--- src/rtl/alarm_trigger_ctrl.sv ---
// rtl/alarm_trigger_ctrl.sv - alarm time compare and ring/snooze sequencer driving beeper trigger pulses
// Optional hourly chime in IDLE is built only when HOURLY_CHIME_EN is defined.
module alarm_trigger_ctrl #(
  parameter int unsigned BEEP_PERIOD_S = 2,
  parameter int unsigned RING_COUNT    = 30,
  parameter int unsigned SNOOZE_S      = 300,
  parameter int unsigned SNOOZE_MAX    = 3
) (
  input  logic       Clk_50MHz,
  input  logic       Reset,
  input  logic       Sec_tick,
  input  logic [7:0] Time_hour,
  input  logic [7:0] Time_min,
  input  logic [7:0] Time_sec,
  input  logic [7:0] Alarm_hour,
  input  logic [7:0] Alarm_min,
  input  logic       Alarm_en,
  input  logic       Key_stop,
  input  logic       Key_snooze,
  output logic       Buzzer_trigger,
  output logic       Alarm_ringing,
  output logic       Alarm_snoozing
);

  typedef enum logic [1:0] {IDLE, RINGING, SNOOZE} state_t;

  localparam logic [7:0]  BEEP_P = BEEP_PERIOD_S[7:0];
  localparam logic [7:0]  RING_N = RING_COUNT[7:0];
  localparam logic [15:0] SNZ_S  = SNOOZE_S[15:0];
  localparam logic [3:0]  SNZ_N  = SNOOZE_MAX[3:0];

  state_t      state_q, state_d;
  logic [7:0]  tick_q, tick_d;
  logic [7:0]  pulses_q, pulses_d;
  logic [15:0] scnt_q, scnt_d;
  logic [3:0]  snoozes_q, snoozes_d;
  logic        trig_q, trig_d;
  logic        match, match_q, match_rise;
  logic        stop_q, snz_key_q, stop_edge, snz_edge;

  assign match      = Alarm_en & (Time_hour == Alarm_hour) & (Time_min == Alarm_min)
                      & (Time_sec == 8'h00);
  assign match_rise = match & ~match_q;

`ifdef HOURLY_CHIME_EN
  logic top_of_hour, chime_q, chime_rise;
  assign top_of_hour = (Time_min == 8'h00) & (Time_sec == 8'h00);
  assign chime_rise  = top_of_hour & ~chime_q;

  always_ff @(posedge Clk_50MHz or posedge Reset) begin
    if (Reset) chime_q <= 1'b0;
    else       chime_q <= top_of_hour;
  end
`endif

  always_ff @(posedge Clk_50MHz or posedge Reset) begin
    if (Reset) begin
      state_q   <= IDLE;
      tick_q    <= 8'd0;
      pulses_q  <= 8'd0;
      scnt_q    <= 16'd0;
      snoozes_q <= 4'd0;
      trig_q    <= 1'b0;
      match_q   <= 1'b0;
      stop_q    <= 1'b0;
      snz_key_q <= 1'b0;
      stop_edge <= 1'b0;
      snz_edge  <= 1'b0;
    end else begin
      state_q   <= state_d;
      tick_q    <= tick_d;
      pulses_q  <= pulses_d;
      scnt_q    <= scnt_d;
      snoozes_q <= snoozes_d;
      trig_q    <= trig_d;
      match_q   <= match;
      stop_q    <= Key_stop;
      snz_key_q <= Key_snooze;
      stop_edge <= Key_stop & ~stop_q;
      snz_edge  <= Key_snooze & ~snz_key_q;
    end
  end

  always_comb begin
    state_d   = state_q;
    tick_d    = tick_q;
    pulses_d  = pulses_q;
    scnt_d    = scnt_q;
    snoozes_d = snoozes_q;
    trig_d    = 1'b0;
    case (state_q)
      IDLE: begin
        if (match_rise) begin
          state_d   = RINGING;
          trig_d    = 1'b1;
          pulses_d  = 8'd1;
          tick_d    = 8'd0;
          snoozes_d = 4'd0;
        end
`ifdef HOURLY_CHIME_EN
        else if (chime_rise) begin
          trig_d = 1'b1;
        end
`endif
      end
      RINGING: begin
        if (!Alarm_en || stop_edge) begin
          state_d = IDLE;
        end else if (snz_edge && (snoozes_q < SNZ_N)) begin
          state_d   = SNOOZE;
          snoozes_d = snoozes_q + 4'd1;
          scnt_d    = 16'd0;
        end else if (Sec_tick) begin
          // A limited snooze edge falls through here so the tick still counts.
          if (tick_q + 8'd1 == BEEP_P) begin
            if (pulses_q < RING_N) begin
              trig_d   = 1'b1;
              pulses_d = pulses_q + 8'd1;
              tick_d   = 8'd0;
            end else begin
              state_d = IDLE;
            end
          end else begin
            tick_d = tick_q + 8'd1;
          end
        end
      end
      SNOOZE: begin
        if (!Alarm_en || stop_edge) begin
          state_d = IDLE;
        end else if (Sec_tick) begin
          if (scnt_q + 16'd1 == SNZ_S) begin
            state_d  = RINGING;
            trig_d   = 1'b1;
            pulses_d = 8'd1;
            tick_d   = 8'd0;
          end else begin
            scnt_d = scnt_q + 16'd1;
          end
        end
      end
      default: state_d = IDLE;
    endcase
  end

  assign Buzzer_trigger = trig_q;
  assign Alarm_ringing  = (state_q == RINGING);
  assign Alarm_snoozing = (state_q == SNOOZE);

endmodule

--- config.mk ---
export PLATFORM = sky130hd
export DESIGN_NAME = alarm_trigger_ctrl
export DESIGN_NICKNAME = d
export VERILOG_FILES = /design/src/rtl/alarm_trigger_ctrl.sv
export SDC_FILE = /design/constraint.sdc
export NUM_CORES = 1
export LEC_CHECK = 0
export ABC_CLOCK_PERIOD_IN_PS = 2900
export CAP_MARGIN = 20
export CELL_PAD_IN_SITES_DETAIL_PLACEMENT = 2
export CELL_PAD_IN_SITES_GLOBAL_PLACEMENT = 2
export CORE_ASPECT_RATIO = 1.2
export CORE_UTILIZATION = 32
export DETAILED_ROUTE_END_ITERATION = 16
export PLACE_DENSITY_LB_ADDON = 0.1
export SLEW_MARGIN = 20
export SYNTH_ARGS = -nofsm -noshare
export SYNTH_HDL_FRONTEND = slang
export SYNTH_SLANG_ARGS = --single-unit
--- constraint.sdc ---
create_clock -name Clk_50MHz -period 2.9 [get_ports Clk_50MHz]
set_input_delay 0.725 -clock Clk_50MHz [delete_from_list [all_inputs] [get_ports Clk_50MHz]]
set_output_delay 0.725 -clock Clk_50MHz [all_outputs]
set_load 0.005 [all_outputs]
== Yosys cells after proc, flatten, opt, wreduce, memory -nomap -nowiden ==
Cells that the tools add are included.
Cells by class
  multiplexer cells: 50
  equality and inequality tests: 23
  $add $sub $neg: 4
  reductions and logical operators: 13
  bitwise operators: 9
  magnitude comparators: 2
Operator list (number)
  2-to-1 mux 8 bit: 18
  2-to-1 mux 16 bit: 5
  one-hot mux 8 bit (3 select lines): 2
  one-hot mux 16 bit (2 select lines): 1
  2-to-1 mux 2 bit: 9
  adder 16 x 1 -> 16 bit (second input constant): 1
  adder 8 x 1 -> 8 bit (second input constant): 2
  == test 16 x 9 -> 1 bit (second input constant): 1
  == test 8 bit: 2
  inequality test 2 bit (second input constant): 7
  2-to-1 mux 4 bit: 3
  AND reduction 6 bit: 2
  AND reduction 10 bit: 1
  2-to-1 mux 1 bit: 9
  AND reduction 9 bit: 1
  == test 8 x 2 -> 1 bit (second input constant): 1
  logical NOT 8 bit: 1
  < comparator 8 x 5 -> 1 bit (second input constant): 1
  inequality test 2 x 1 -> 1 bit (second input constant): 4
  one-hot mux 4 bit (2 select lines): 1
  bitwise AND 1 bit: 6
  inequality test 3 x 2 -> 1 bit (second input constant): 2
  one-hot mux 2 bit (3 select lines): 1
  adder 4 x 1 -> 4 bit (second input constant): 1
  other kinds (16): 19
Storage, ports and cells
  register bits after elaboration: 44
  logic and storage cells: 112
  bits of input ports: 46

== Longest topological paths before layout ==
Gate-level depths: netlist of the first run.
  word-level depth: 7
  depth in mapped cells: 10
  gate-level depth less buffers: 9

== Least setup slack after synthesis of the first run ==
OpenSTA, ideal clock, no wires.
  path type: flip-flop to flip-flop
  from: register scnt_q[0]
  to: register pulses_q[3]
  stages on the path, launching flop included: 10
  slack: 315 ps
  buffers on the path: 1
  arrival time: 2453 ps
  data required time: 2768 ps
  cell sequence: dfrtp_1 ha_1 and3_1 clkbuf_1 xnor2_1 a31oi_1 or4_1 a211o_1 a21oi_4 a31oi_1
On the way
  longest elaborated chain between the ends: 4
Ends and longest elaborated chain
  from (decl): RTL line 35  | logic [15:0] scnt_q, scnt_d;
  from (signal assigned): RTL line 73  | scnt_q <= scnt_d;
  adder 16 x 1 -> 16 bit: RTL line 132  | if (scnt_q + 16'd1 == SNZ_S) begin
  == test 16 x 9 -> 1 bit: RTL line 132
  inequality test 2 x 1 -> 1 bit (no source line)
  AND reduction 10 bit (no source line)
  to (signal assigned): RTL line 72  | pulses_q <= pulses_d;
  to (decl): RTL line 34  | logic [7:0] pulses_q, pulses_d;
No other way between the ends.
A chain may end at the register's enable or synchronous reset.

== Worst setup path after layout of the first run ==
  from: input port Alarm_hour[3]
  to: register pulses_q[3]
On the way
  longest elaborated chain between the ends: 7
Ends and longest elaborated chain
  from (decl): RTL line 15  | input logic [7:0] Alarm_hour,
  == test 8 bit: RTL line 41  | assign match = Alarm_en & (Time_hour == Alarm_hour) & (Time_min == Alarm_min)
  bitwise AND 1 bit (2 in a row): RTL line 41
  bitwise AND 1 bit: RTL line 42  | & (Time_sec == 8'h00);
  bitwise AND 1 bit: RTL line 43  | assign match_rise = match & ~match_q;
  inequality test 2 bit (no source line)
  AND reduction 10 bit (no source line)
No other way between the ends.

==> results of run 1 <==
[layer usage]
| layer | wire (um) | vias to the layer above |
|---|---|---|
| met5 | 0 | - |
| met2 | 4659 | 25 |
| met4 | 144 | 0 |
| li1 | - | 1274 |
| met3 | 123 | 9 |
| met1 | 3623 | 1355 |
[metrics by stage]
step	cell area [um^2]	worst slack (ns)	TNS, ns	hold WS (ns)	std cells
global route	3582	-0.006737	-0.006737	0.4281	490
global placement	3451	-0.2325	-2.737	0.3827	481
finish	3582	0.1097	0	0.3996	490
CTS	3558	0.03093	0	0.4033	489
detailed placement	3451	-0.2875	-3.528	0.3917	481
floorplan	2729	0.3148	0	0.3777	312
[power breakdown]
group | leakage (nW) | switching [mW] | internal [mW]
combinational | 0.864 | 0.0483 | 0.0743
sequential | 0.584 | 0.00484 | 0.618
clock | 0.0552 | 0.218 | 0.256
total | 1.50 | 0.271 | 0.948
[cells in the mapped netlist, types with 7 or more instances]
library cell  instances  area share
dfrtp_1              44        0.40
nand2_1              33       0.045
o21ai_0              30       0.055
nand3_1              20       0.037
nor2_1               20       0.028
xor2_1               18       0.058
clkbuf_1             11       0.015
inv_1                10       0.014
nand4_1              10       0.023
a21oi_1               9       0.017
a31oi_1               9       0.021
and2_1                9       0.021
nor2b_1               7       0.016
nor4_1                7       0.016
[cells by family after synthesis]
logic type,count (synthesis)
compound gates,80
fa+ha+maj,5
buf+inv,24
simple gates,133
flops,44
mux,3
xor+xnor,23
[cell type report]
type / instances / share of cell area
Clock buffer: 6 / 0.02026
Inverter: 10 / 0.01048
Clock inverter: 2 / 0.009780
Sequential cell: 44 / 0.3074
Tap cell: 114 / 0.03982
Multi-Input combinational cell: 245 / 0.4342
Timing Repair Buffer: 69 / 0.1781
[worst max-delay path by stage]
stage | startpoint | end | slack, ns | depth (start not counted)
after floorplan | scnt_q[0]$_DFFE_PP0P_ | pulses_q[3]$_DFFE_PP0P_ | 0.31 | 9
after global placement | Alarm_min[6] | pulses_q[3]$_DFFE_PP0P_ | -0.23 | 8
after detailed placement | Alarm_hour[3] | pulses_q[3]$_DFFE_PP0P_ | -0.29 | 8
after CTS | Alarm_hour[3] | pulses_q[3]$_DFFE_PP0P_ | 0.03 | 8
after global routing | Alarm_hour[2] | pulses_q[0]$_DFFE_PP0P_ | -0.007 | 9
final | Alarm_hour[3] | pulses_q[3]$_DFFE_PP0P_ | 0.11 | 9
[what timing repair did]
item / 4_1_cts / 5_1_grt
setup endpoints to repair: 0 / 10
setup buffers: 0 / 0
hold buffers: 0 / 0
gates resized for setup: 0 / 3
[state kept, by name (all words and copies together), names as in the netlist, 2 cells and up]
register,flops
scnt_q,16
state_q,2
snoozes_q,4
tick_q,8
pulses_q,8
==> flow_summary_export.csv, run 1 <==
group,metric,value,unit
global_routing,grt_max_degree,45,
global_routing,grt_antenna_before_repair,0,
global_routing,busiest_layer,"met2",
cells_and_area,fillCellCount,928,
critical_path,r2r_end,"tick_q[4]$_DFFE_PP0P_",
synthesis,synthArstFlopShare,1.000,
timing,slew_viol_final,0,
timing,fin_crit_sh,0.9622,
critical_path,crit_path_max_incr_delay,0.45,ns
cells_and_area,final_util,0.4370,
drt,finalWirelength,8.551,mm
placed_design,gp_congestion,0.7553,
clocking,cts-root-buf,"clkbuf_8",
clocking,h-tree-depth,2,
floorplanning,die_width,86.30,um
synthesis,ys_seq_area_frac,0.4035,
clocking,cts_sinks,44,
worst_hold_path,hp-start,"stop_q$_DFF_PP0_",
clocking,numCtsBuffers,5,
global_routing,grt_util_met2,0.3968,
status,status,"complete, no violations",
power_and_ir_drop,leakagePower,1.503,nW
cells_and_area,layout_commonest_cell,"clkdlybuf4s50_1",
timing,finalHoldViolCount,0,
clocking,worstSkewPairLatency,0.30,ns
synthesis,synth_compound_area_frac,0.1903,
placed_design,hpwl,6.623,mm
floorplanning,core,0.008198,mm^2
worst_hold_path,hp-class,"flop to flop",
synthesis,yosys.area_share.simple,0.2627,
synthesis,synthAdderAreaFrac,0.02293,
drt,routedWlPerCell,17.45,um
synthesis,synth_area_per_cell,8.746,um^2
synthesis,netlist_instances,312,
global_routing,grt_pass1_wl,14.52,mm
critical_path,crit_chain,"clkdlybuf4s50_1 -> xor2_1 -> nor4_2 -> nand3_1 -> or3_1 -> buf_4 -> and2_1 -> a21oi_4 -> a31oi_1",
synthesis,synth_top_family_by_area,"simple AND/OR/NAND/NOR gates",
floorplanning,start_util,0.3329,
synthesis,syn_nets,363,
power_and_ir_drop,finalPower,1.219,mW
clocking,clk_pin_slew,0.08,ns
synthesis,synthDistinctLibCells,46,
timing,max_slew_margin,0.6064,
synthesis,ys_seq_elements,44,
global_routing,overflow,0,
cells_and_area,antennaDiodeCount,0,
timing,tightest_slew,0.5903,ns
clocking,cts_tree,"built",
placed_design,io_buffer_count,48,
job,maxCapViolations,0,
power_and_ir_drop,power_density,340.3,mW/mm^2
cells_and_area,fin_nets,426,
cells_and_area,final-seq-area,0.001101,mm^2
global_routing,grt_use_met3,0.02482,
worst_hold_path,holdPathEnd,"stop_edge$_DFF_PP0_",
critical_path,r2r_cells,8,
synthesis,synthXorXnorAreaFrac,0.07382,
timing,setup_viol,0,
critical_path,worst-setup-path-type,"input pin to flop",
global_routing,grt_usage,0.2082,
timing,fmax,358.4,MHz
floorplanning,fp.dieArea,0.008903,mm^2
global_routing,grt_pass1_vias,2881,
floorplanning,io_pins,49,
timing,min_period,2.790,ns
critical_path,arrival,2.97,ns
synthesis,syn_area,0.002729,mm^2
critical_path,critPathSlowestCell,"or3_1",
critical_path,crit_fanout,5,
cells_and_area,layout-drive-gt1-share,0.1011,
critical_path,rr_startpoint,"scnt_q[4]$_DFFE_PP0P_",
drt,first_iter_violations,41,
synthesis,synthMuxAreaShare,0.01146,
critical_path,end_kind,"flop",
drt,via_per_inst,5.435,
critical_path,critPathBufInv,2,
worst_hold_path,holdPathStages,1,
drt,drc_errors,0,
floorplanning,rows,36,
cells_and_area,multi_input_area,0.001555,mm^2
cells_and_area,area_growth,31.27,%
synthesis,synth_edf_count,0,
drt,postRouteAntennaNets,0,
cells_and_area,layout_common_cells,"48 x clkdlybuf4s50_1, 44 x dfrtp_1, 32 x nand2_1",
critical_path,startpoint_type,"input pin",
floorplanning,die_y,103.2,um
synthesis,synth_flop_cell,"dfrtp_1",
critical_path,cpLargestDelayFamily,"simple AND/OR/NAND/NOR gates",
timing,clock_skew,0.005520,ns
power_and_ir_drop,vdd_ir_drop_max,0.1480,mV
critical_path,rrSetupSlack,0.18,ns
drt,vias,2663,
drt,dr.pass1.iters,4,
global_routing,met1_usage,0.2440,
clocking,cts_max_path_buffers,2,
synthesis,yosysWarnings,0,
critical_path,required,3.08,ns
(Power assumes the default switching activity.)
==> inputs of run 2 (changes only) <==
--- a/config.mk
+++ b/config.mk
@@ -10,10 +10,11 @@
 export CELL_PAD_IN_SITES_DETAIL_PLACEMENT = 2
 export CELL_PAD_IN_SITES_GLOBAL_PLACEMENT = 2
 export CORE_ASPECT_RATIO = 1.2
+export CORE_MARGIN = 1
 export CORE_UTILIZATION = 32
 export DETAILED_ROUTE_END_ITERATION = 16
 export PLACE_DENSITY_LB_ADDON = 0.1
-export SLEW_MARGIN = 20
 export SYNTH_ARGS = -nofsm -noshare
 export SYNTH_HDL_FRONTEND = slang
 export SYNTH_SLANG_ARGS = --single-unit
+export TNS_END_PERCENT = 1
==> results of run 2 <==
Final layout, timing and power as in run 1 (identical DEF).
